File: config.mk
export PLATFORM = sky130hd
export DESIGN_NAME = vtpg_multi
export DESIGN_NICKNAME = d
export VERILOG_FILES = /design/src/rtl/vtpg_multi.sv
export SDC_FILE = /design/constraint.sdc
export NUM_CORES = 1
export LEC_CHECK = 0
export CORE_ASPECT_RATIO = 0.75
export CORE_MARGIN = 4
export CORE_UTILIZATION = 51
export CTS_BUF_LIST = sky130_fd_sc_hd__clkbuf_8
export DETAILED_ROUTE_END_ITERATION = 16
export PLACE_DENSITY = 0.83
export SLEW_MARGIN = 20
export SYNTH_ARGS = -nofsm -noshare
export SYNTH_HDL_FRONTEND = slang
export SYNTH_SLANG_ARGS = --single-unit
File: constraint.sdc
create_clock -name clk -period 3.5 [get_ports clk]
set_input_delay 0.525 -clock clk [delete_from_list [all_inputs] [get_ports clk]]
set_output_delay 0.525 -clock clk [all_outputs]
set_load 0.1 [all_outputs]
File: src/rtl/vtpg_multi.sv
// Video timing and test-pattern generator.
// Free-running raster counter (x, y) with programmable sync/active windows and
// four selectable patterns. Every output is registered one cycle behind the
// counter position. Pattern selection is sampled only at frame start so a
// frame is never rendered with mixed settings.
//
// state  | meaning
// -------+-----------------------------------------------------------------
// S_IDLE | counters parked, all outputs low, frame_cnt held, waiting for en
// S_RUN  | raster scanning; a frame always runs to completion once started

module vtpg_multi #(
    parameter int H_BITS    = 12,
    parameter int V_BITS    = 12,
    parameter int PW        = 8,
    parameter int FC_BITS   = 16,
    parameter int BAR_SHIFT = 4,
    parameter int CHK_SHIFT = 3
) (
    input  logic                 clk,
    input  logic                 rst_n,
    input  logic                 en,
    input  logic [1:0]           mode,
    input  logic [3*PW-1:0]      solid_rgb,
    input  logic [H_BITS-1:0]    tH_END,
    input  logic [H_BITS-1:0]    tHS_START,
    input  logic [H_BITS-1:0]    tHS_END,
    input  logic [H_BITS-1:0]    tHACT_START,
    input  logic [H_BITS-1:0]    tHACT_END,
    input  logic [V_BITS-1:0]    tV_END,
    input  logic [V_BITS-1:0]    tVS_START,
    input  logic [V_BITS-1:0]    tVS_END,
    input  logic [V_BITS-1:0]    tVACT_START,
    input  logic [V_BITS-1:0]    tVACT_END,
    output logic                 hs,
    output logic                 vs,
    output logic                 vld,
    output logic [3*PW-1:0]      rgb,
    output logic                 sof,
    output logic [FC_BITS-1:0]   frame_cnt,
    output logic                 busy
);

    typedef enum logic {
        S_IDLE = 1'b0,
        S_RUN  = 1'b1
    } state_t;

    state_t              r_state, w_state_nxt;
    logic [H_BITS-1:0]   r_x, w_x_nxt;
    logic [V_BITS-1:0]   r_y, w_y_nxt;
    logic [FC_BITS-1:0]  r_fc, w_fc_nxt;
    logic [PW-1:0]       r_ramp, w_ramp_nxt;
    logic [1:0]          r_mode;
    logic [3*PW-1:0]     r_solid;
    logic                w_frame_start;
    logic                w_line_end;
    logic                w_frame_end;

    logic                r_hs, r_vs, r_vld, r_sof, r_busy;
    logic [3*PW-1:0]     r_rgb;

    logic                w_hs, w_vs, w_vld;
    logic [H_BITS-1:0]   w_ax;
    logic [2:0]          w_bar;
    logic                w_chk_x, w_chk_y;
    logic [PW-1:0]       w_full;
    logic [3*PW-1:0]     w_pix;

    // Wrap uses >= so a timing change mid-frame that lands below the current
    // position still wraps at the new end instead of running to 2^N.
    assign w_line_end  = (r_x >= tH_END);
    assign w_frame_end = w_line_end && (r_y >= tV_END);

    // State, raster counters and frame-start settings.
    always_ff @(posedge clk or negedge rst_n) begin
        if (!rst_n) begin
            r_state <= S_IDLE;
            r_x     <= '0;
            r_y     <= '0;
            r_fc    <= '0;
            r_ramp  <= '0;
            r_mode  <= '0;
            r_solid <= '0;
        end else begin
            r_state <= w_state_nxt;
            r_x     <= w_x_nxt;
            r_y     <= w_y_nxt;
            r_fc    <= w_fc_nxt;
            r_ramp  <= w_ramp_nxt;
            if (w_frame_start) begin
                r_mode  <= mode;
                r_solid <= solid_rgb;
            end
        end
    end

    // Next-state and counter advance; en is only looked at on frame boundaries.
    always_comb begin
        w_state_nxt   = r_state;
        w_x_nxt       = r_x;
        w_y_nxt       = r_y;
        w_fc_nxt      = r_fc;
        w_frame_start = 1'b0;
        case (r_state)
            S_IDLE: begin
                if (en) begin
                    w_state_nxt   = S_RUN;
                    w_x_nxt       = '0;
                    w_y_nxt       = '0;
                    w_frame_start = 1'b1;
                end
            end
            S_RUN: begin
                if (w_line_end) begin
                    w_x_nxt = '0;
                    if (w_frame_end) begin
                        w_y_nxt  = '0;
                        w_fc_nxt = r_fc + 1'b1;
                        if (en) begin
                            w_frame_start = 1'b1;
                        end else begin
                            w_state_nxt = S_IDLE;
                        end
                    end else begin
                        w_y_nxt = r_y + 1'b1;
                    end
                end else begin
                    w_x_nxt = r_x + 1'b1;
                end
            end
            default: w_state_nxt = S_IDLE;
        endcase
    end

    // Window decode for the current counter position.
    always_comb begin
        w_hs  = (r_x >= tHS_START) && (r_x < tHS_END);
        w_vs  = (r_y >= tVS_START) && (r_y < tVS_END);
        w_vld = (r_x >= tHACT_START) && (r_x < tHACT_END) &&
                (r_y >= tVACT_START) && (r_y < tVACT_END);
    end

    // Ramp advances after each active pixel and restarts with every frame.
    always_comb begin
        w_ramp_nxt = r_ramp;
        if (w_frame_start) begin
            w_ramp_nxt = '0;
        end else if ((r_state == S_RUN) && w_vld) begin
            w_ramp_nxt = r_ramp + 1'b1;
        end
    end

    // Pattern generation; coordinates are relative to the active-window origin.
    always_comb begin
        w_ax    = r_x - tHACT_START;
        w_bar   = 3'(w_ax >> BAR_SHIFT);
        w_chk_x = 1'(w_ax >> CHK_SHIFT);
        w_chk_y = 1'((r_y - tVACT_START) >> CHK_SHIFT);
        w_full  = {PW{1'b1}};
        w_pix   = '0;
        case (r_mode)
            2'd0: w_pix = {r_ramp, r_ramp, r_ramp};
            2'd1: w_pix = {(w_bar[1] ? {PW{1'b0}} : w_full),
                           (w_bar[2] ? {PW{1'b0}} : w_full),
                           (w_bar[0] ? {PW{1'b0}} : w_full)};
            2'd2: w_pix = (w_chk_x ^ w_chk_y) ? {3*PW{1'b0}} : {3*PW{1'b1}};
            default: w_pix = r_solid;
        endcase
    end

    // Output register: one-cycle latency behind (x, y), forced low in idle.
    always_ff @(posedge clk or negedge rst_n) begin
        if (!rst_n) begin
            r_hs   <= 1'b0;
            r_vs   <= 1'b0;
            r_vld  <= 1'b0;
            r_rgb  <= '0;
            r_sof  <= 1'b0;
            r_busy <= 1'b0;
        end else if (r_state == S_RUN) begin
            r_hs   <= w_hs;
            r_vs   <= w_vs;
            r_vld  <= w_vld;
            r_rgb  <= w_vld ? w_pix : '0;
            r_sof  <= (r_x == '0) && (r_y == '0);
            r_busy <= 1'b1;
        end else begin
            r_hs   <= 1'b0;
            r_vs   <= 1'b0;
            r_vld  <= 1'b0;
            r_rgb  <= '0;
            r_sof  <= 1'b0;
            r_busy <= 1'b0;
        end
    end

    assign hs        = r_hs;
    assign vs        = r_vs;
    assign vld       = r_vld;
    assign rgb       = r_rgb;
    assign sof       = r_sof;
    assign busy      = r_busy;
    assign frame_cnt = r_fc;

endmodule

======== Word level (Yosys, flattened, before mapping) ========
Index checks and enable logic that the tools add are counted.
word-level totals
  register bits after elaboration ......... 104
  input bits .............................. 149
  output and inout port bits .............. 45
  word-level logic and storage cells ...... 76
cells by class
  add/sub/neg operators ................... 6
  $lt $le $gt $ge ......................... 10
  equality and inequality tests ........... 4
  mux-type cells .......................... 27
  bitwise logic cells ..................... 2
  reduce and logical (&&, ||, !) cells .... 14
operators by type and width
  cell                     number
  $ge A12 B12 Y1           6
  $mux W24                 3
  $pmux W24 S3             1
  $lt A12 B12 Y1           4
  $mux W12                 4
  $pmux W12 S2             2
  $mux W8                  5
  $add A12 B1 Y12 const B  2
  $logic_not A12 Y1        2
  $add A16 B1 Y16 const B  1
  $mux W1                  10
  $add A8 B1 Y8 const B    1
  $logic_and A1 B1 Y1      8
  $sub A7 B7 Y7            1
  $pmux W1 S2              2
  $sub A4 B4 Y4            1
  $reduce_and A3 Y1        1
  $eq A2 B1 Y1 const B     1
  $eq A2 B2 Y1 const B     1
  $logic_not A2 Y1         1
  $ne A2 B1 Y1 const B     1
  $ne A2 B2 Y1 const B     1
  $reduce_and A2 Y1        1
  $reduce_bool A2 Y1       1
  other kinds (2)          2

======== Logic depth before layout (Yosys ltp) ========
Gate-level depths: netlist (run 1).
  depth in word-level cells ............... 7
  depth in mapped cells ................... 11
  gate-level depth less buffers ........... 10

======== Worst setup path after synthesis (run 1) ========
Ideal clock, no wire load.
  path kind ............................... input -> register
  from .................................... input port tV_END[0]
  to ...................................... register r_mode[0]
  setup time .............................. 0.127 ns
  arrival time ............................ 2.407 ns
  data required time ...................... 3.373 ns
  path slack .............................. 0.965 ns
  cell stages on the path ................. 9
  buffers on the path ..................... 1
  path through ............................ ha_1 nand2b_1 a2111oi_0 o21ai_1 a211o_1 nand2_1 a21oi_2 buf_4 mux2_1
on the way
  longest elaborated chain between the ends .. 5
RTL lines
  element                 line  text
  start: declaration      30    input logic [V_BITS-1:0] tV_END,
  $ge A12 B12 Y1          73    assign w_frame_end = w_line_end && (r_y >= tV_END);
  $logic_and A1 B1 Y1     73
  $mux W1                 117   if (w_frame_end) begin
  $mux W1                 115   if (w_line_end) begin
  $pmux W1 S2             105   case (r_state)
  end signal: assignment  92    r_mode <= mode;
  end: declaration        54    logic [1:0] r_mode;
Every way passes these cells.
A chain may end at the register's enable or synchronous reset.

======== Final worst setup path (run 1) ========
  from .................................... register r_x[0]
  to ...................................... register r_mode[1]
on the way
  longest elaborated chain between the ends .. 5
RTL lines
  element                   line  text
  start: declaration        50    logic [H_BITS-1:0] r_x, w_x_nxt;
  start signal: assignment  87    r_x <= w_x_nxt;
  $ge A12 B12 Y1 *          72    assign w_line_end = (r_x >= tH_END);
  $logic_and A1 B1 Y1       73
  $mux W1                   117
  $mux W1 *                 115
  $pmux W1 S2 *             105
Mark *: on every way between the ends. The rest lies on a longest branch, timed or not.

==> results of run 1 <==
-- sequential cells by signal, indices dropped and copies added (netlist names) --
signal     count
busy           1
frame_cnt     16
hs             1
r_mode         2
r_ramp         8
r_solid       24
r_state        1
r_x           12
r_y           12
rgb           24
sof            1
vld            1
vs             1
-- metrics by stage --
stage | worst slack [ns] | hold WS (ns) | util, % | power [µW]
2_1_floorplan | 0.9651 | 0.2294 | - | 2139
3_3_place_gp | 0.2818 | 0.4683 | 67.69 | 2603
3_5_place_dp | 0.2529 | 0.4820 | 67.69 | 2654
4_1_cts | 0.5592 | 0.2420 | 69.13 | 3419
5_1_grt | 0.3225 | 0.2685 | 69.13 | 3649
6_report | 0.5436 | 0.2206 | 69.13 | 3400
-- layout make-up --
type	instances	share of cell area, %
multi-input combinational	592	44.35
sequential	104	25.87
timing repair buffer	211	20.65
inverter	122	4.553
tap	200	2.488
clock buffer	9	1.231
clock inverter	7	0.8583
-- path summary, 6_finish.rpt --
| check | to | slack, ns | cells after the start |
|---|---|---|---|
| setup / recovery | r_mode[1] | 0.54 | 10 |
| hold / removal | r_solid[11] | 0.22 | 1 |
| setup reg to reg | r_mode[1] | 0.54 | 10 |
| hold reg to reg | frame_cnt[15] | 0.49 | 1 |
| max in group asynchronous | r_ramp[7] | 2.41 | 2 |
| min in group clk | frame_cnt[15] | 0.49 | 1 |
-- report_power, final --
part           leakage, µW  switching (µW)  internal (µW)  total (µW)
Combinational      0.00361             617            609        1230
Sequential         0.00139             130           1280        1410
Clock             0.000104             472            287         759
Total              0.00510            1220           2180        3400
-- logic make-up (layout without fill, tap and decap cells) --
family                     after synthesis  count (layout)
AOI/OAI and AO/OA                      169             169
xor gates and xnor gates                32              32
adders and majority gates              122             122
buffers and inverters                  141             349
DFF                                    104             104
muxes                                   29              29
and+or+nand+nor                        240             240
-- layout by cell type (no fill, tap or decap), drive strengths merged, types with 13 or more instances in the layout --
cell type and instances:
nand3 15, a21o 18, nor2b 16, dfrtp 104, ha 122, nor2 33, nand2 82, nand4 24
a21oi 31, xor2 20, clkdlybuf4s50 192, and3 14, buf 19, o21ai 48, a31oi 26, inv 124
mux2 26, nor3 13, nand2b 20
-- routing by layer --
| metal | global-route usage (%) | vias to the layer above |
|---|---|---|
| met1 | 33.41 | 3201 |
| met2 | 39.71 | 187 |
| met4 | 4.817 | 0 |
| li1 | - | 3314 |
| met3 | 4.726 | 22 |
| met5 | 0 | - |
==> flow_summary.yaml, run 1 <==
worst_setup_path:
  crit_arrival_ns: 3.22
  path_delay_family: "compound AO/OA/AOI/OAI gates"
  slowest_delay_ns: 0.47
  worstSetupPathType: "flop to flop"
  cp-end-kind: "flop"
  rr_startpoint: "r_x[0]"
  startpoint_type: "flop"
  crit_slowest_cell: "dfrtp_1"
  critPathBufInv: 2
  path_cells: "inv_1 > ha_1 > nor2b_1 > o21ai_0 > a21oi_1 > o21ai_1 > nand2_1 > a21oi_4 > buf_12 > mux2_2"
  cp_max_fo: 34
  cp_data_required_time_ns: 3.77
  crit_start: "r_x[0]"
drt:
  num_vias: 6724
  wl_met1_um: 9378
  ant_nets: 0
  routed_wl_um: 20340
  wl_met3_um: 1115
  wl_met2_um: 9602
  drtPass1Iterations: 7
  wl_per_cell_um: 16.33
  drcViolationCount: 0
  drtIter0Drc: 385
  vias_per_cell: 5.401
  dr.max_layer_used: "met4"
finish:
  num-fill-cells: 1197
  area_growth_pct: 32.22
  fin_nets: 1311
  layout.cells.non_filler: 1245
  regArea_um2: 2603
  multi_input_area_um2: 4461
  layout-drive-gt1-share_pct: 5.455
  antenna_cells: 0
  fin_area_um2: 10060
synth:
  synth_top_family_by_area: "adder cells"
  synth_top_cell_by_area: "dfrtp_1"
  synth_mux_area_share_pct: 4.737
  synth_compound_area_share_pct: 14.42
  synth_cell_types: 57
  synthCells: 837
  avgSynthCellArea_um2: 9.089
  synth-seq-cells: 104
  synth_top_area_share_pct: 34.21
  synth_nets: 1108
  synth_xor_area_share_pct: 3.684
  ys.warnings.count: 0
  async_reset_ff_share_pct: 100.0
  synth_top_flop_cell: "dfrtp_1"
  synth_adder_area_share_pct: 20.07
  synth.area.top_cells: "dfrtp_1 (34%), ha_1 (20%), inv_1 (6.0%)"
  syn_area_um2: 7607
  yosys.area_share.simple_pct: 15.63
  synth_enable_flop_cells: 0
  synth_top_cells_by_count: "ha_1 (122), inv_1 (122), dfrtp_1 (104)"
  yosysSeqAreaShare_pct: 34.21
place:
  io_buffer_count: 193
  placedInstanceArea_um2: 9848
  dp_cells: 1229
  dp_hpwl_um: 16150
  place.gp.congestion: 0.8962
timing:
  timing.fmax_mhz: 338.2
  tns_ns: 0
  fin_crit_ns: 2.956
  tightest_slew_ns: 1.029
  slew_viol_final: 0
  hold_viol_final: 0
  max_slew_margin_pct: 31.21
  rsz0062_at_grt: "false"
  finalSetupViolCount: 0
  final.period_utilization_pct: 84.47
  fin_skew_ns: 0.01749
clock_tree:
  cts_buffers: 9
  clk_pin_slew_worst_paths_ns: 0.11
  cts_setup_buffers: 0
  post_cts_resized: 0
  cts-root-buf: "clkbuf_8"
  cts_tree: "built"
  cts_hold_buf: 0
  clock_latency_ns: 0.38
  cts.path.max_buffers: 2
  clock-sinks: 104
  h-tree-depth: 3
grt:
  grt_pass1_wl_um: 33170
  antenna_found_initial: 0
  grt_use_total_pct: 24.08
  grt_overflow: 0
  grt_max_degree: 64
  grt_pass1_vias: 6700
floorplan:
  rows: 38
  die_x_um: 149.0
  pin_count: 194
  dieArea_um2: 16950
  die_height_um: 113.8
  initial_core_util_pct: 52.29
  core_um2: 14550
power_and_ir_drop:
  power_density_nw_per_um2: 338.0
  p_leak_uw: 0.005104
  ir_drop_mv: 0.1887
outcome:
  status: "finished clean"
worst_hold_path:
  min_path_type: "input pin to asynchronous set/reset pin"
run:
  drv_cap: 0
Power figures use the tool's default switching activity.
==> inputs of run 2 (changes only) <==
--- a/config.mk
+++ b/config.mk
@@ -7,10 +7,10 @@
 export LEC_CHECK = 0
 export CORE_ASPECT_RATIO = 0.75
 export CORE_MARGIN = 4
-export CORE_UTILIZATION = 51
+export CORE_UTILIZATION = 46
 export CTS_BUF_LIST = sky130_fd_sc_hd__clkbuf_8
 export DETAILED_ROUTE_END_ITERATION = 16
-export PLACE_DENSITY = 0.83
+export PLACE_DENSITY = 0.79
 export SLEW_MARGIN = 20
 export SYNTH_ARGS = -nofsm -noshare
 export SYNTH_HDL_FRONTEND = slang
==> constraint.sdc (replaced) <==
create_clock -name clk -period 2.7 [get_ports clk]
set_input_delay 0.405 -clock clk [delete_from_list [all_inputs] [get_ports clk]]
set_output_delay 0.405 -clock clk [all_outputs]
set_load 0.1 [all_outputs]
==> run 2 against run 1 <==
  * Non-clock buffer count increased by 37
  * Register-to-register slack worse by 0.45 ns
  * Setup slack got worse by 0.51 ns
  * Combinational power rose by 44%
  * Flip-flop and latch count stayed put
  * Highest routed layer is now met5
  * Sequential power rose by 28%
  * Clock skew fell by 0.0040 ns
  * Critical endpoint is now r_ramp[7]
==> flow_summary.yaml, run 2 (same netlist as run 1, synthesis figures left out) <==
worst_setup_path:
  cp_data_required_time_ns: 2.99
  crit_arrival_ns: 2.96
  path_delay_family: "simple AND/OR/NAND/NOR gates"
  startpoint_type: "input pin"
  worstSetupPathType: "input pin to flop"
  cp_max_fo: 3
  path_cells: "clkdlybuf4s50_1 > inv_2 > ha_4 > nand2_2 > nor3_4 > o311ai_4 > a2111oi_4 > nand4_1 > or4_1 > a21oi_1"
  cp-end-kind: "flop"
  crit_slowest_cell: "clkdlybuf4s50_1"
  slowest_delay_ns: 0.49
  critPathBufInv: 2
clock_tree:
  clock_latency_ns: 0.37
  cts-root-buf: "clkbuf_8"
  cts_buffers: 9
  clock-sinks: 104
  cts.path.max_buffers: 2
  h-tree-depth: 3
  cts_tree: "built"
  clk_pin_slew_worst_paths_ns: 0.11
power_and_ir_drop:
  ir_drop_mv: 0.2295
  power_density_nw_per_um2: 451.9
  p_leak_uw: 0.005417
finish:
  final_common_cell: "clkdlybuf4s50_1"
  area_growth_pct: 36.97
  fin_area_um2: 10420
  layout-drive-gt1-share_pct: 14.23
  layout.cells.non_filler: 1292
  fin_nets: 1348
  final_cell_mix: "clkdlybuf4s50_1 (147), inv_1 (121), ha_1 (118)"
  num-fill-cells: 1335
  antenna_cells: 0
timing:
  hold_viol_final: 0
  finalSetupViolCount: 0
  fin_crit_ns: 2.669
  tightest_slew_ns: 0.8533
  timing.fmax_mhz: 374.7
  tns_ns: 0
  final.period_utilization_pct: 98.85
  hold_slack_ns: 0.4260
  rsz0062_at_grt: "true"
  max_slew_margin_pct: 43.11
  slew_viol_final: 0
  fin_skew_ns: 0.01347
drt:
  vias_per_cell: 5.289
  drcViolationCount: 0
  drtIter0Drc: 422
  wl_per_cell_um: 16.48
  num_vias: 6834
  ant_nets: 0
  drtPass1Iterations: 5
  routed_wl_um: 21300
place:
  dp_hpwl_um: 17260
  place.gp.congestion: 0.8846
  io_buffer_count: 193
  dp_cells: 1274
  placedInstanceArea_um2: 10050
grt:
  grt_use_total_pct: 22.83
  antenna_found_initial: 1
  grt_max_degree: 47
  grt_overflow: 0
  grt_pass1_wl_um: 34600
  grt_pass1_vias: 6922
floorplan:
  pin_count: 194
  die_x_um: 156.5
  initial_core_util_pct: 47.20
  rows: 40
  dieArea_um2: 18680
  die_height_um: 119.4
  core_um2: 16120
run:
  drv_cap: 0
worst_hold_path:
  min_path_type: "input pin to asynchronous set/reset pin"
outcome:
  status: "finished clean"
run 2: changes by cell type in the layout (fill, tap and decap cells not counted), sizes merged:
cell / delta
clkdlybuf4s50: -45
clkinv: -3
bufinv: +2
inv: +1
buf: +81
dlygate4sd3: +1
run 2: stage by stage:
stage	setup slack, ns	utilization (%)	power [µW]
global route	-0.06352	64.66	5032
finish	0.03110	64.66	4709
floorplan	0.1685	-	2773
CTS	0.007779	63.94	4701
detailed placement	-0.5423	62.35	3540
global placement	-0.4607	62.35	3468
run 2: layout make-up:
cell class,instances,area [µm²],share of cell area (%)
multi-input cells,592,4569,43.85
flip-flops and latches,104,2604,24.99
clock buffers,9,123.9,1.189
clock inverters,7,112.6,1.081
well taps,210,262.8,2.522
repair buffers,248,2290,21.97
inverters,122,457.9,4.395
run 2: metal layers:
layer | GRT usage, % | vias to the layer above | wire length, µm
li1 | - | 3391 | -
met1 | 32.40 | 3211 | 9989
met2 | 36.28 | 200 | 9683
met3 | 4.141 | 30 | 1266
met4 | 5.257 | 2 | 345
met5 | 0 | - | 13
run 2: final timing paths:
path,start,endpoint,slack (ns),depth (start not counted)
worst max-delay path,tVACT_START[6],r_ramp[7],0.03,10
worst min-delay path,rst_n,vld,0.43,2
worst max register to register,r_y[2],r_ramp[7],0.09,8
worst min register to register,frame_cnt[15],frame_cnt[15],0.50,1
max in group asynchronous,rst_n,rgb[23],1.44,3
min in group clk,frame_cnt[15],frame_cnt[15],0.50,1
run 2: power by group:
group	total [µW]	internal (µW)	switching [µW]
sequential	1800	1670	130
clock	1150	546	602
combinational	1770	873	892
total	4710	3080	1620
run 2: what timing repair did:
action / in CTS / in global routing
setup endpoints to repair: 12 / 46
setup buffers: 0 / 1
hold buffers: 1 / 0
pin swaps: 1 / 8
hold endpoints to repair: 14 / 0
gates resized for setup: 2 / 21
==> inputs of run 3 (changes only) <==
--- a/config.mk
+++ b/config.mk
@@ -10,7 +10,7 @@
 export CORE_UTILIZATION = 46
 export CTS_BUF_LIST = sky130_fd_sc_hd__clkbuf_8
 export DETAILED_ROUTE_END_ITERATION = 16
-export PLACE_DENSITY = 0.79
+export PLACE_DENSITY_LB_ADDON = 0.2
 export SLEW_MARGIN = 20
 export SYNTH_ARGS = -nofsm -noshare
 export SYNTH_HDL_FRONTEND = slang
==> run 3 against run 2 <==
  * Clock-buffer cell count is the same
  * Total power shrank 4.6%
  * Maximum frequency grew 3.5%
  * Worst hold slack gained 0.065 ns
  * Utilization shrank 0.59 points
  * Cell count is essentially flat
  * Clock skew grew 0.0014 ns
  * Flip-flop and latch count is the same
  * Combinational power is essentially flat
  * Global-route usage shrank 0.33 points
==> flow_summary.yaml, run 3 (same netlist as run 1, synthesis figures left out) <==
timing:
  max_slew_margin_pct: 65.91
  slew_viol_final: 0
  tns_ns: 0
  setup_ws_ns: 0.1219
  timing.fmax_mhz: 387.9
  fin_skew_ns: 0.01488
  hold_viol_final: 0
  finalSetupViolCount: 0
  tightest_slew_ns: 0.5114
  fin_crit_ns: 2.578
  final.period_utilization_pct: 95.48
clock_tree:
  h-tree-depth: 3
  cts_setup_buffers: 0
  clk_pin_slew_worst_paths_ns: 0.12
  clock_latency_ns: 0.38
  cts.path.max_buffers: 2
  cts_buffers: 9
  clock-sinks: 104
  cts-root-buf: "clkbuf_8"
  cts_tree: "built"
worst_setup_path:
  cp_max_fo: 3
  crit_arrival_ns: 2.89
  cp-end-kind: "flop"
  worstSetupPathType: "input pin to flop"
  cp_data_required_time_ns: 3.02
  startpoint_type: "input pin"
place:
  io_buffer_count: 193
  place.gp.congestion: 0.8735
  place_ws_ns: -0.3980
  dp_cells: 1274
  dp_hpwl_um: 17060
grt:
  antenna_found_initial: 0
  grt_overflow: 0
  grt_pass1_vias: 6570
  grt_use_total_pct: 22.51
  grt_pass1_wl_um: 34010
  grt_max_degree: 38
power_and_ir_drop:
  p_leak_uw: 0.005396
  ir_drop_mv: 0.2610
  power_density_nw_per_um2: 435.1
floorplan:
  die_height_um: 119.4
  pin_count: 194
  rows: 40
  die_x_um: 156.5
  initial_core_util_pct: 47.20
  dieArea_um2: 18680
  core_um2: 16120
finish:
  final_cell_mix: "clkdlybuf4s50_1 (147), inv_1 (122), ha_1 (122)"
  area_growth_pct: 35.72
  layout-drive-gt1-share_pct: 14.06
  final_core_util_pct: 64.07
  final_common_cell: "clkdlybuf4s50_1"
  num-fill-cells: 1412
  multi_input_area_um2: 4522
  layout.cells.non_filler: 1291
  regArea_um2: 2605
  fin_nets: 1347
  antenna_cells: 0
drt:
  num_vias: 6859
  drtPass1Iterations: 5
  ant_nets: 0
  routed_wl_um: 21160
  drtIter0Drc: 463
  wl_per_cell_um: 16.39
  drcViolationCount: 0
  vias_per_cell: 5.313
worst_hold_path:
  min_path_type: "flop to flop"
run:
  drv_cap: 0
outcome:
  status: "finished clean"
==> run 3: changes by cell type in the layout (fill, tap and decap cells not counted), sizes merged <==
cell and change:
clkinvlp +1, bufinv -2, clkinv +1, buf -1
==> run 3: report_power, final <==
part | switching [µW] | internal (µW)
registers | 115 | 1670
clock network | 610 | 357
logic | 885 | 859
==> run 3: worst paths after layout <==
kind	start	to	slack, ns	cells after the start
hold / removal	frame_cnt[15]	frame_cnt[15]	0.49	1
min in group asynchronous	rst_n	vs	0.53	2
setup reg to reg	r_x[9]	r_ramp[5]	0.20	9
setup / recovery	tVACT_START[5]	r_ramp[5]	0.12	11
hold reg to reg	frame_cnt[15]	frame_cnt[15]	0.49	1
max in group asynchronous	rst_n	r_x[7]	1.52	3
==> run 3: metrics by stage <==
| step | hold slack [ns] | power, µW | area, µm² |
|---|---|---|---|
| floorplan | 0.1094 | 2773 | 7607 |
| global placement | 0.4033 | 3478 | 10060 |
| detailed placement | 0.4041 | 3525 | 10060 |
| CTS | 0.4893 | 4505 | 10260 |
| global route | 0.4953 | 4846 | 10320 |
| finish | 0.4905 | 4493 | 10320 |
==> run 3: what timing repair did <==
| item | 4_1_cts | 5_1_grt |
|---|---|---|
| hold endpoints to repair | 23 | 0 |
| gates resized for setup | 0 | 18 |
| hold buffers | 1 | 0 |
| endpoints found under the setup margin | 0 | 74 |
==> run 3: area by class of cell <==
class | instances | share of cell area, %
clock inverters | 7 | 0.6423
clock buffers | 9 | 1.200
multi-input cells | 592 | 43.80
flip-flops and latches | 104 | 25.23
inverters | 122 | 4.435
well taps | 210 | 2.545
repair buffers | 247 | 22.15
==> run 3: metal layers <==
| layer | wire, µm | part of all wire [%] | up-vias | GRT usage [%] |
|---|---|---|---|---|
| met5 | 0 | 0 | - | 0 |
| met4 | 289 | 1.4 | 0 | 4.607 |
| met3 | 1589 | 7.5 | 24 | 4.577 |
| met2 | 9304 | 44 | 239 | 33.47 |
| met1 | 9980 | 47 | 3205 | 33.81 |
| li1 | - | - | 3391 | - |
==> run 3: critical path, cell delays in order <==
cell             delay (ns)
clkdlybuf4s50_1        0.46
inv_1                  0.05
ha_1                   0.29
a21oi_1                0.11
o21ai_2                0.17
a221oi_2               0.13
a2111oi_4              0.44
nand4_1                0.19
buf_4                  0.18
or3_1                  0.33
a21oi_2                0.14
